<file path="config.mk">
export PLATFORM = sky130hd
export DESIGN_NAME = denorm_shift
export DESIGN_NICKNAME = d
export VERILOG_FILES = /design/src/rtl/denorm_shift.sv
export SDC_FILE = /design/constraint.sdc
export NUM_CORES = 1
export LEC_CHECK = 0
export BUFFER_PORTS_ARGS = -buffer_cell sky130_fd_sc_hd__buf_2
export CAP_MARGIN = 10
export CELL_PAD_IN_SITES_DETAIL_PLACEMENT = 0
export CELL_PAD_IN_SITES_GLOBAL_PLACEMENT = 2
export CORE_UTILIZATION = 30
export DETAILED_ROUTE_END_ITERATION = 7
export PLACE_DENSITY = 0.76
export RECOVER_POWER = 50
export SETUP_SLACK_MARGIN = 0.15
export SKIP_LAST_GASP = 1
export SYNTH_ARGS = -nofsm -noshare
export SYNTH_HDL_FRONTEND = slang
export SYNTH_SLANG_ARGS = --single-unit
</file>
<file path="constraint.sdc">
create_clock -name clk -period 2.6 [get_ports clk]
set_clock_uncertainty 0.2 [all_clocks]
set_input_delay 0.26 -clock clk [delete_from_list [all_inputs] [get_ports clk]]
set_output_delay 0.26 -clock clk [all_outputs]
set_load 0.01 [all_outputs]
</file>
<file path="src/rtl/denorm_shift.sv">
// denorm_shift: two-stage right-shift denormalizer with sticky capture.
// S1 shifts by whole nibbles (4 * upper count bits) and folds the dropped
// bits into a partial sticky; S2 finishes with a 0..3 bit shift. Each stage
// has its own valid bit and ready is derived combinationally back from the
// output, so the pipe sustains one operation per cycle.
module denorm_shift #(
   parameter int WIDTH   = 8,
   parameter int SHIFT_W = 4
) (
   input  logic               clk,
   input  logic               rst_n,
   input  logic [WIDTH-1:0]   in_data,
   input  logic [SHIFT_W-1:0] in_shift,
   input  logic               in_valid,
   output logic               in_ready,
   output logic [WIDTH-1:0]   out_data,
   output logic               out_sticky,
   output logic               out_zero,
   output logic               out_valid,
   input  logic               out_ready
);

   // Stage registers
   logic               s1_valid_reg;
   logic [WIDTH-1:0]   s1_data_reg;
   logic               s1_sticky_reg;
   logic [1:0]         s1_fine_reg;
   logic               s2_valid_reg;
   logic [WIDTH-1:0]   s2_data_reg;
   logic               s2_sticky_reg;
   logic               s2_zero_reg;

   // Next-state values for the data paths
   logic [WIDTH-1:0]   s1_data_next;
   logic               s1_sticky_next;
   logic [WIDTH-1:0]   s2_data_next;
   logic               s2_sticky_next;
   logic               s2_zero_next;

   // Handshake
   logic               s2_ready;
   logic               s1_ready;
   logic               in_fire;
   logic               s1_advance;

   // Coarse shift helpers
   logic [SHIFT_W-1:0] coarse_amt;
   logic               over_range;
   logic [WIDTH-1:0]   coarse_drop;
   logic [WIDTH-1:0]   fine_drop;

   assign s2_ready   = !s2_valid_reg || out_ready;
   assign s1_ready   = !s1_valid_reg || s2_ready;
   assign in_ready   = s1_ready;
   assign in_fire    = in_valid && s1_ready;
   assign s1_advance = s1_valid_reg && s2_ready;

   // Nibble-aligned part of the count; low two bits go to the fine stage.
   assign coarse_amt = {in_shift[SHIFT_W-1:2], 2'b00};
   assign over_range = (int'(in_shift) >= WIDTH);

   // Per-bit "shifted out" masks: bit gi is lost when the shift exceeds gi.
   generate
      for (genvar gi = 0; gi < WIDTH; gi++) begin : g_drop
         assign coarse_drop[gi] = in_data[gi] & (int'(coarse_amt) > gi);
         assign fine_drop[gi]   = s1_data_reg[gi] & (int'(s1_fine_reg) > gi);
      end
   endgenerate

   // S1 datapath: coarse shift, with the whole operand becoming sticky when over range
   always_comb begin
      s1_data_next   = in_data >> coarse_amt;
      s1_sticky_next = |coarse_drop;
      if (over_range) begin
         s1_data_next   = '0;
         s1_sticky_next = |in_data;
      end
   end

   // S2 datapath: fine shift and final sticky / zero flags
   always_comb begin
      s2_data_next   = s1_data_reg >> s1_fine_reg;
      s2_sticky_next = s1_sticky_reg | (|fine_drop);
      s2_zero_next   = (s2_data_next == '0);
   end

   // S1 registers: load on input transfer, drain when passing to S2 with nothing new
   always_ff @(posedge clk or negedge rst_n) begin
      if (!rst_n) begin
         s1_valid_reg  <= 1'b0;
         s1_data_reg   <= '0;
         s1_sticky_reg <= 1'b0;
         s1_fine_reg   <= '0;
      end else if (in_fire) begin
         s1_valid_reg  <= 1'b1;
         s1_data_reg   <= s1_data_next;
         s1_sticky_reg <= s1_sticky_next;
         s1_fine_reg   <= in_shift[1:0];
      end else if (s2_ready) begin
         s1_valid_reg  <= 1'b0;
      end
   end

   // S2 registers: load from S1 when it advances, drain when consumed with nothing behind
   always_ff @(posedge clk or negedge rst_n) begin
      if (!rst_n) begin
         s2_valid_reg  <= 1'b0;
         s2_data_reg   <= '0;
         s2_sticky_reg <= 1'b0;
         s2_zero_reg   <= 1'b0;
      end else if (s1_advance) begin
         s2_valid_reg  <= 1'b1;
         s2_data_reg   <= s2_data_next;
         s2_sticky_reg <= s2_sticky_next;
         s2_zero_reg   <= s2_zero_next;
      end else if (out_ready) begin
         s2_valid_reg  <= 1'b0;
      end
   end

   assign out_valid  = s2_valid_reg;
   assign out_data   = s2_data_reg;
   assign out_sticky = s2_sticky_reg;
   assign out_zero   = s2_zero_reg;

endmodule

</file>
==> impl_metrics.env, run 1 <==
export IMPL_status="completed"
export IMPL_hold_viol=0
export IMPL_p_leak_nw=0.7031
export IMPL_clock_tree_root_cell="clkbuf_8"
export IMPL_worstPathMaxFanout=13
export IMPL_htree_num_levels=1
export IMPL_postCtsSetupRepairBufs=0
export IMPL_synth_warnings=0
export IMPL_grt_pass1_vias=856
export IMPL_die_area_um2=4326
export IMPL_peakVddDrop_mv=0.3072
export IMPL_cp_start_kind="flop"
export IMPL_setup_viol=0
export IMPL_slew_headroom=0.1778
export IMPL_insertedDiodeCount=0
export IMPL_syn_to_final_growth_pct=17.54
export IMPL_drt_wl_total_um=2390
export IMPL_die_y_um=65.77
export IMPL_portBuffers=27
export IMPL_grt_overflow=0
export IMPL_ioPinCount=28
export IMPL_cts_tree="yes"
export IMPL_instances_no_fill=174
export IMPL_cts_buffers=3
export IMPL_dp_cells=169
export IMPL_first_pass_iters=4
export IMPL_powerDensity_nw_per_um2=639.6
export IMPL_fp_row_count=22
export IMPL_die_w_um=65.77
export IMPL_clock_latency_ns=0.26
export IMPL_drt_iter0_drc=30
export IMPL_worst_setup_path_type="flop to flop"
export IMPL_crit_required_ns=2.61
export IMPL_crit_chain="mux4_1 -> nor3_1 -> a41o_1"
export IMPL_core_area_um2=3771
export IMPL_worstPathArrival_ns=1.90
export IMPL_grt_max_degree=24
export IMPL_ys_types=30
export IMPL_clk_pin_slew_ns=0.08
export IMPL_synth_top_area_cell="dfrtp_1"
export IMPL_ctsResizeCount=0
export IMPL_route_detailed_drc=0
export IMPL_slowest_stage="mux4_1"
export IMPL_tightestPinTransition_ns=1.233
export IMPL_syn_nets=115
export IMPL_cp_end_kind="flop"
export IMPL_seq_area_frac_synth=0.4718
export IMPL_syn_inst=99
export IMPL_final_fill_count=378
export IMPL_regArea_um2=575.6
export IMPL_start_util=0.3235
export IMPL_synth_top_area_frac=0.4718
export IMPL_cts_sinks=23
export IMPL_dp_hpwl_um=1920
export IMPL_vias_per_cell=5.126
export IMPL_timing_fmax_mhz=529.3
export IMPL_ys_ff_latch=23
export IMPL_finalSetupTns_ns=0
export IMPL_wire_per_inst_um=13.74
export IMPL_slowest_delay_ns=0.63
export IMPL_place_gp_congestion=0.7661
export IMPL_fin_crit_sh=0.7266
export IMPL_antenna_found_initial=0
export IMPL_maxSlewViolCount=0
export IMPL_num_vias=892
export IMPL_synth_area_um2=1220
export IMPL_postRouteAntennaNets=0
export IMPL_multi_input_area_um2=595.6
export IMPL_yosys_top_cells_area="dfrtp_1, mux2_2, mux2i_1"
export IMPL_hold_path_class="input port to flop"
export IMPL_drive_above_1_share=0.3254
export IMPL_syn_area_per_cell_um2=12.32
export IMPL_finalCriticalPeriod_ns=1.889
export IMPL_drv_cap=0
export IMPL_rsz0062_at_grt="false"
export IMPL_clock_path_buffers=2
export IMPL_grt_pass1_wl_um=3877
export IMPL_groute_usage_overall=0.1203
export IMPL_final_nets=143
final cells by class:
class                      count  share of cell area
tap                           48             0.04188
clock buffer                   4             0.03141
timing repair buffer          28             0.09686
multi-input combinational     66              0.4154
inverter                       5             0.01309
sequential                    23              0.4014
through the flow:
step | instance area [um2] | utilization | hold slack, ns | power [W] | setup WS [ns]
finish | 1434 | 0.3802 | 0.01918 | 0.0009172 | 0.7107
global route | 1434 | 0.3802 | 0.01368 | 0.0009738 | 0.5914
CTS | 1440 | 0.3819 | 0.02079 | 0.0009349 | 0.6819
detailed placement | 1385 | 0.3673 | 0.06579 | 0.0007138 | 0.6883
global placement | 1385 | 0.3673 | 0.06245 | 0.0007070 | 0.7617
floorplan | 1220 | - | -0.2356 | 0.0006271 | 0.9581
cells in the mapped netlist (all sizes together):
library cell / number
nor4: 2
clkbuf: 1
o41ai: 1
a22oi: 1
mux2i: 8
a221oi: 1
a41o: 1
dfrtp: 23
buf: 4
inv: 5
a41oi: 1
nand2b: 3
nand2: 5
nor2b: 1
o21ai: 1
and3: 1
o2111ai: 1
mux2: 15
mux4: 4
nor2: 6
a21boi: 1
nand3b: 1
and4: 3
nor3: 2
a2bb2oi: 1
a21o: 4
a21oi: 2
kinds of logic after synthesis:
logic type	count (synthesis)	synth area share
flip-flops	23	0.4718
AO/OA/AOI/OAI	15	0.09847
AND/OR/NAND/NOR	24	0.1057
multiplexers	27	0.2841
buffers and inverters	10	0.03999
final timing paths:
check | start | to | slack, ns | cells past startpoint
worst max-delay path | s1_fine_reg[1] | out_zero | 0.71 | 3
worst min-delay path | in_shift[1] | s1_fine_reg[1] | 0.02 | 2
worst max register to register | s1_fine_reg[1] | out_zero | 0.71 | 3
worst min register to register | out_data[7] | out_data[7] | 0.31 | 1
max in group asynchronous | rst_n | s1_data_reg[0] | 0.89 | 2
min in group asynchronous | rst_n | out_data[6] | 0.58 | 2
layer usage:
layer,global-route usage,wire (um),vias to the layer above
met2,0.2041,1145,26
met1,0.1497,1104,438
met3,0.04138,126,2
met5,0,0,-
li1,-,-,426
met4,0.01630,13,0
timing repair:
action,in CTS,in global routing
setup endpoints to repair,0,0
hold buffers,1,0
endpoints found under the hold margin,23,0
layout by cell type (no fill, tap or decap), types with 2 or more instances in the layout:
| cell type | n |
|---|---|
| clkbuf_1 | 6 |
| a21o_1 | 4 |
| mux2i_1 | 8 |
| mux2_2 | 13 |
| dfrtp_1 | 23 |
| and4_1 | 3 |
| mux4_2 | 2 |
| nand2_1 | 5 |
| mux2_1 | 2 |
| nor2_1 | 6 |
| a21oi_1 | 2 |
| nand2b_1 | 3 |
| buf_2 | 22 |
| inv_1 | 5 |
| clkbuf_8 | 3 |
| mux4_1 | 2 |
| nor4_1 | 2 |
| nor3_1 | 2 |
critical path: cells and delay by family, from the launching register on:
kind               cells  cell delay [ns]
AOI/OAI and AO/OA      1             0.19
DFF                    1             0.60
muxes                  1             0.63
and+or+nand+nor        1             0.22
power breakdown:
| part | total (W) | internal (W) | switching, W |
|---|---|---|---|
| logic | 0.000231 | 0.000124 | 0.000107 |
| clock network | 0.000219 | 0.000109 | 0.000110 |
| registers | 0.000467 | 0.000414 | 0.0000526 |
| total | 0.000917 | 0.000647 | 0.000270 |
Power figures use the tool's default switching activity.
==> inputs of run 2 (changes only) <==
--- a/config.mk
+++ b/config.mk
@@ -11,7 +11,7 @@
 export CELL_PAD_IN_SITES_GLOBAL_PLACEMENT = 2
 export CORE_UTILIZATION = 30
 export DETAILED_ROUTE_END_ITERATION = 7
-export PLACE_DENSITY = 0.76
+export PLACE_DENSITY = 0.79
 export RECOVER_POWER = 50
 export SETUP_SLACK_MARGIN = 0.15
 export SKIP_LAST_GASP = 1
==> constraint.sdc (replaced) <==
create_clock -name clk -period 1.69 [get_ports clk]
set_clock_uncertainty 0.2 [all_clocks]
set_input_delay 0.169 -clock clk [delete_from_list [all_inputs] [get_ports clk]]
set_output_delay 0.169 -clock clk [all_outputs]
set_load 0.01 [all_outputs]
==> run 2 against run 1 <==
  * Sequential power grew 52%
  * Total power increased by 61%
  * Via count up 5.6%
  * Routed wire length grew 10%
  * Clock power increased by 55%
  * Clock-buffer cell count decreased by 1
  * Global-route usage up 2.1 points
  * Register-to-register slack worse by 0.60 ns
  * Critical path depth stayed put
  * Core utilization up 3.0 points
  * Critical endpoint unchanged
==> impl_metrics.env, run 2 (synthesized netlist as in run 1, its figures left out) <==
export IMPL_final_nets=154
export IMPL_place_gp_congestion=0.7928
export IMPL_final_common_cell="buf_2"
export IMPL_ioPinCount=28
export IMPL_die_y_um=65.77
export IMPL_clk_pin_slew_ns=0.08
export IMPL_portBuffers=27
export IMPL_cp_start_kind="flop"
export IMPL_die_w_um=65.77
export IMPL_place_ws_ns=0.03335
export IMPL_hold_viol=0
export IMPL_antenna_found_initial=0
export IMPL_dp_hpwl_um=2077
export IMPL_regArea_um2=579.3
export IMPL_worst_setup_path_type="flop to flop"
export IMPL_multi_input_area_um2=614.3
export IMPL_drive_above_1_share=0.4234
export IMPL_cts_sinks=23
export IMPL_cts_tree="yes"
export IMPL_worstPathMaxFanout=5
export IMPL_setup_slack_ns=0.1108
export IMPL_wire_per_inst_um=14.24
export IMPL_peakVddDrop_mv=0.2826
export IMPL_htree_num_levels=1
export IMPL_postCtsSetupRepairBufs=0
export IMPL_final_fill_count=371
export IMPL_r2r_cells=3
export IMPL_drv_cap=0
export IMPL_postRouteAntennaNets=0
export IMPL_setup_viol=0
export IMPL_finalCriticalPeriod_ns=1.579
export IMPL_route_detailed_drc=0
export IMPL_rsz0062_at_grt="true"
export IMPL_final_cell_mix="buf_2, dfrtp_1, mux2_2"
export IMPL_insertedDiodeCount=0
export IMPL_groute_usage_overall=0.1417
export IMPL_r2r_end="out_zero"
export IMPL_clock_tree_root_cell="clkbuf_8"
export IMPL_clock_path_buffers=2
export IMPL_core_area_um2=3771
export IMPL_slew_headroom=0.6272
export IMPL_r2r_start="s1_fine_reg[1]"
export IMPL_hold_start="in_data[5]"
export IMPL_p_leak_nw=0.7371
export IMPL_whs_endpoint="s1_data_reg[5]"
export IMPL_crit_required_ns=1.69
export IMPL_powerDensity_nw_per_um2=955.0
export IMPL_num_vias=942
export IMPL_hold_path_class="input port to flop"
export IMPL_syn_to_final_growth_pct=26.87
export IMPL_drt_iter0_drc=38
export IMPL_grt_overflow=0
export IMPL_cts_buffers=3
export IMPL_fin_crit_sh=0.9344
export IMPL_cp_end_kind="flop"
export IMPL_grt_pass1_wl_um=4636
export IMPL_die_area_um2=4326
export IMPL_first_pass_iters=4
export IMPL_tightestPinTransition_ns=0.5592
export IMPL_vias_per_cell=5.092
export IMPL_grt_pass1_vias=985
export IMPL_timing_fmax_mhz=633.2
export IMPL_finalSetupTns_ns=0
export IMPL_whs_path_depth=3
export IMPL_start_util=0.3235
export IMPL_regToRegSetupSlack_ns=0.11
export IMPL_fp_row_count=22
export IMPL_grt_max_degree=24
export IMPL_worstPathArrival_ns=1.58
export IMPL_clock_latency_ns=0.26
export IMPL_status="completed"
export IMPL_drt_wl_total_um=2634
export IMPL_maxSlewViolCount=0
run 2: cell count changes in the layout (fill, tap and decap cells not counted), moves of 3 or more:
cell           previous run  this run
dlygate4sd3_1             1         5
dfrtp_1                  23        20
dfrtp_2                   0         3
buf_4                     0         4
run 2: metal layers:
layer / routed length [um] / track usage
met2: 1332 / 0.2500
met4: 35 / 0.05707
met5: 0 / 0
met1: 1157 / 0.1707
met3: 109 / 0.02069
run 2: worst max path at each step:
stage,from,end,depth (start not counted),slack (ns)
global placement,s1_fine_reg[1],out_zero,3,0.08
finish,s1_fine_reg[1],out_zero,3,0.11
floorplan,s1_fine_reg[0],out_zero,4,0.13
global route,s1_fine_reg[1],out_zero,3,0.03
CTS,s1_fine_reg[0],out_zero,3,0.09
detailed placement,s1_fine_reg[1],out_zero,3,0.03
run 2: what timing repair did:
action,CTS,global route
setup endpoints to repair,6,16
resized for setup,4,7
pin swaps,2,0
gates cloned,0,0
hold buffers,5,0
hold endpoints to repair,27,0
run 2: stage by stage:
stage	std cells	area (um2)	total power (W)	util	hold WS (ns)
after floorplan	99	1229	0.0009713	-	-0.3266
after global placement	176	1434	0.001116	0.3802	-0.03734
after detailed placement	176	1434	0.001132	0.3802	-0.02670
after CTS	185	1536	0.001493	0.4074	0.07397
after global routing	185	1548	0.001575	0.4104	0.09515
final	185	1548	0.001478	0.4104	0.07919
run 2: cell type report:
type | count | area share
well taps | 48 | 0.03880
inverters | 5 | 0.01213
flip-flops and latches | 23 | 0.3743
repair buffers | 39 | 0.1479
clock buffers | 3 | 0.02668
clock inverters | 1 | 0.003234
multi-input cells | 66 | 0.3969
run 2: worst max-delay path: stages, from the launching register on:
cell and delay [ns]:
dfrtp_2 0.43, mux4_2 0.54, nor3_2 0.18, a41o_1 0.17
run 2: where the power goes:
group | internal, W | total (W) | switching, W
registers | 0.000640 | 0.000709 | 0.0000695
clock network | 0.000164 | 0.000339 | 0.000175
logic | 0.000231 | 0.000430 | 0.000199
